File: src/rtl/mult_control.sv
// Shift-and-add multiplier sequencer: drives ACC Load/Sh/Ad from the ACC LSB.
// Define MULT_CTRL_ABORT_EN to add a synchronous Abort input.
module mult_control #(
  parameter int N = 4
) (
  input  logic Clk,
  input  logic Rst_n,
  input  logic St,
  input  logic M,
`ifdef MULT_CTRL_ABORT_EN
  input  logic Abort,
`endif
  output logic Load,
  output logic Sh,
  output logic Ad,
  output logic Done,
  output logic Busy
);

  localparam int CW = (N > 1) ? $clog2(N) : 1;
  localparam logic [CW-1:0] LAST = CW'(N - 1);

  localparam logic [2:0] IDLE  = 3'd0;
  localparam logic [2:0] LOAD  = 3'd1;
  localparam logic [2:0] BIT   = 3'd2;
  localparam logic [2:0] SHIFT = 3'd3;
  localparam logic [2:0] DONE  = 3'd4;

  logic [2:0]    state, nxt;
  logic [CW-1:0] cnt, cnt_nxt;
  logic          abort;
  logic          last;

  assign Busy = (state == LOAD) ||
                (state == BIT)  ||
                (state == SHIFT);
  assign Done = (state == DONE);
  assign last = (cnt == LAST);

`ifdef MULT_CTRL_ABORT_EN
  assign abort = Abort & Busy;
`else
  assign abort = 1'b0;
`endif

  always_comb begin
    nxt     = state;
    cnt_nxt = cnt;
    Load    = 1'b0;
    Sh      = 1'b0;
    Ad      = 1'b0;
    unique case (state)
      IDLE: if (St) nxt = LOAD;
      LOAD: begin
        Load    = 1'b1;
        cnt_nxt = '0;
        nxt     = BIT;
      end
      BIT: begin
        Ad = M;
        Sh = ~M;
        if (M)         nxt = SHIFT;
        else if (last) nxt = DONE;
        else           cnt_nxt = cnt + 1'b1;
      end
      SHIFT: begin
        Sh = 1'b1;
        if (last) nxt = DONE;
        else begin
          cnt_nxt = cnt + 1'b1;
          nxt     = BIT;
        end
      end
      DONE: if (!St) nxt = IDLE;
      default: nxt = IDLE;
    endcase
    // Abort wins over everything and silences the strobes this cycle
    if (abort) begin
      nxt  = IDLE;
      Load = 1'b0;
      Sh   = 1'b0;
      Ad   = 1'b0;
    end
  end

  always_ff @(posedge Clk or negedge Rst_n) begin
    if (!Rst_n) begin
      state <= IDLE;
      cnt   <= '0;
    end else begin
      state <= nxt;
      cnt   <= cnt_nxt;
    end
  end

endmodule

File: config.mk
export PLATFORM = sky130hd
export DESIGN_NAME = mult_control
export DESIGN_NICKNAME = d
export VERILOG_FILES = /design/src/rtl/mult_control.sv
export SDC_FILE = /design/constraint.sdc
export NUM_CORES = 1
export LEC_CHECK = 0
export CORE_AREA = 8 8 45 47
export CTS_CLUSTER_DIAMETER = 150
export DETAILED_ROUTE_END_ITERATION = 8
export DIE_AREA = 0 0 53 55
export SLEW_MARGIN = 10
export SYNTH_ARGS = -nofsm -noshare
export SYNTH_HDL_FRONTEND = slang
export SYNTH_SLANG_ARGS = --single-unit
File: constraint.sdc
create_clock -name Clk -period 1.4 [get_ports Clk]
set_input_delay 0.28 -clock Clk [delete_from_list [all_inputs] [get_ports Clk]]
set_output_delay 0.28 -clock Clk [all_outputs]
set_load 0.005 [all_outputs]
==> flow_summary.ini <==
[outcome]
status = finished with violations
failed_checks = setup timing

[layout]
nets = 65
n_antenna_cell = 0
drive_above_1_share = 0.5593
synthesis_to_finish_area_growth_pct = 76.63
ff_latch_area_um2 = 125.1
multi_input_gate_area_in_the_final_layout_um2 = 209.0
fin_cells = 75
nFillCells = 147

[synth]
netlist-cell-type-count = 23
synth.cell_area_um2 = 326.6
postSynthNetCount = 37
synth.ff_latch_count = 5
post_synth_inst_count = 32
avgSynthCellArea_um2 = 10.21
synth-warning-count = 0
seq_area_frac_synth = 0.3831

[timing]
period_share = 1.079
setup_ws_ns = -0.1101
upper_clock_frequency_limit_mhz = 662.2
worst_clock_skew_ns = 0.0004850
slew_headroom = 0.8371
setup-violations-final = 3
timing_hold_violations_final = 0
unrepaired_setup_endpoints_after_global_routing = true
tightestPinTransition_ns = 0.2443
tmin_final_ns = 1.510
final-max-slew-violation-count = 0

[critical_path]
path_buf_inv = 2
path_class = flip-flop to output pin
timing.reg2reg.setup_slack_ns = 0.04
crit_path_end_kind = output pin
capturing_point_of_the_worst_reg2reg_path = cnt[1]
timing.critical_path.slowest_cell_delay_ns = 0.39
worst_path_dominant_cell_family = flip-flops
r2r-start = state[1]
worst_setup_path_startpoint = state[2]
path_cells = or2b_1, buf_6, nor2b_1, buf_2
arrival_ns = 1.23
critPathSlowestCell = dfrtp_1
cp_max_fo = 3
worst_r2r_path_depth = 5
type_of_origin_of_the_critical_path = flip-flop
cp_data_required_time_ns = 1.12

[global_routing]
grt_max_degree = 7
gr-usage-all-layers = 0.07072
globalRouteOverflowTotal = 0
grt_first_pass_wirelength_mm = 1.469
antenna_found_initial = 0
number_of_global_route_vias_before_repair = 359

[cts]
tritoncts = yes
tritoncts.num_buffers = 3
depth_of_the_cts_h_tree = 1
cts.root.buffer_cell = clkbuf_4
cts_max_path_buffers = 2
clk_pin_slew_worst_paths_ns = 0.04
clkLatencyLatePin_ns = 0.24
clock-sinks = 5

[floorplan]
chipHeight_um = 55
chipWidth_um = 53
ioPinCount = 9
die_area_mm2 = 0.002915
core-area_mm2 = 0.001384
initial_core_util = 0.2360
floorplan.rows = 14

[drt]
via_count = 334
vias_per_cell = 4.453
drt_drc_violations_left = 0
final_antenna_net_count = 0
routedWlPerCell_um = 12.31
postRouteWirelength_um = 923
detail_route.iter0.violations = 5
detail_route.first_pass.iterations = 2

[pwr]
irDropWorstVdd_mv = 0.7939
p_leak_nw = 0.3031
total_power_mw = 1.231
power_density_mw_per_mm2 = 2134

[placed_design]
post-dp-hpwl_um = 623.7
total_of_buffers_placed_on_input_and_output_ports = 8
globalplace.congestion = 0.7109
place.detailed.instances = 65

[run]
cap_viol_max_count = 0

[worst_hold_path]
hold_path.class = input pin to async pin
-- worst max path at each step --
stage | endpoint | slack [ns] | cells past startpoint
floorplan | cnt[1] | 0.10 | 4
global placement | Sh | -0.36 | 4
detailed placement | Ad | -0.36 | 4
CTS | Sh | -0.10 | 4
global route | Sh | -0.18 | 4
finish | Sh | -0.11 | 4
-- where the power goes --
| group | total (mW) | switching [mW] | internal, mW |
|---|---|---|---|
| sequential | 0.271 | 0.0632 | 0.208 |
| clock | 0.164 | 0.0561 | 0.108 |
| combinational | 0.796 | 0.291 | 0.506 |
| total | 1.23 | 0.410 | 0.821 |
-- sequential cells by signal, indices dropped and copies added (netlist names) --
register and flops:
cnt 2, state 3
-- what timing repair did --
item	in CTS	in global routing
buffers inserted	3	3
hold buffers	0	0
gates resized for setup	21	8
endpoints found under the setup margin	5	6
-- logic make-up after synthesis --
group | after synthesis | synth area share
buffers and inverters | 3 | 0.06896
AND/OR/NAND/NOR | 15 | 0.2950
AO/OA/AOI/OAI | 7 | 0.1839
adder cells (fa/ha/maj) | 1 | 0.03831
multiplexers | 1 | 0.03065
flip-flops | 5 | 0.3831
-- worst reg2reg max path: stages, from the launching register on --
cell	delay, ns
dfrtp_1	0.40
buf_4	0.15
buf_4	0.14
and4bb_1	0.20
o21a_1	0.10
a211o_1	0.25
-- synthesized netlist by cell type --
cell	instances	area (µm²)
nor2b_4	1	13.76
ha_1	1	12.51
mux2i_1	1	10.01
nand2_1	1	3.750
inv_1	1	3.750
a211o_1	1	8.760
nor2_1	4	15.01
buf_6	1	11.26
dfrtp_1	5	125.1
and4bb_1	1	12.51
a311oi_1	1	8.760
nor2b_1	1	6.260
nand2b_1	2	12.51
a22o_1	1	8.760
o21bai_1	1	7.510
or2b_1	1	7.510
buf_4	1	7.510
o21a_1	1	7.510
nor3b_1	1	7.510
a22o_2	1	10.01
and3_2	1	7.510
o32ai_1	1	8.760
nor3_1	2	10.01
-- metal layers --
metal	vias up	wire (µm)	track usage
li1	170	-	-
met1	160	379	0.07055
met2	4	516	0.1113
met3	0	27	0.02139
met4	0	0	0.07759
met5	-	0	0
-- through the flow --
stage	setup TNS, ns	worst slack, ns	util	area (µm²)	hold slack, ns
final	-0.2244	-0.1101	0.4168	576.8	0.2658
after global routing	-0.4931	-0.1805	0.4168	576.8	0.2688
after CTS	-0.1701	-0.1046	0.3843	531.8	0.2641
after detailed placement	-1.128	-0.3648	0.3544	490.5	0.5005
after global placement	-1.116	-0.3569	0.3544	490.5	0.4967
after floorplan	0	0.1015	-	326.6	-0.01559
-- cell usage in the layout (no fill, tap or decap), drive strengths merged --
master         netlist  final
dfrtp                5      5
a211o                1      1
a311oi               1      1
clkdlybuf4s50        0      2
o21bai               1      1
clkbuf               0      5
nor2                 4      4
and4bb               1      1
inv                  1      1
o32ai                1      1
nor3                 2      2
or2b                 1      1
o21a                 1      1
nor2b                2      2
a22o                 2      2
nor3b                1      1
and3                 1      1
ha                   1      1
dlygate4sd2          0      1
nand2b               2      2
mux2i                1      1
nand2                1      1
buf                  2     21
-- final cells by class --
cell class / instances / share of cell area
clock buffer: 4 / 0.04555
inverter: 1 / 0.006508
multi-input combinational: 24 / 0.3623
sequential: 5 / 0.2169
tap: 16 / 0.03471
timing repair buffer: 25 / 0.3341
No activity file was read; power rests on OpenSTA's default activity.
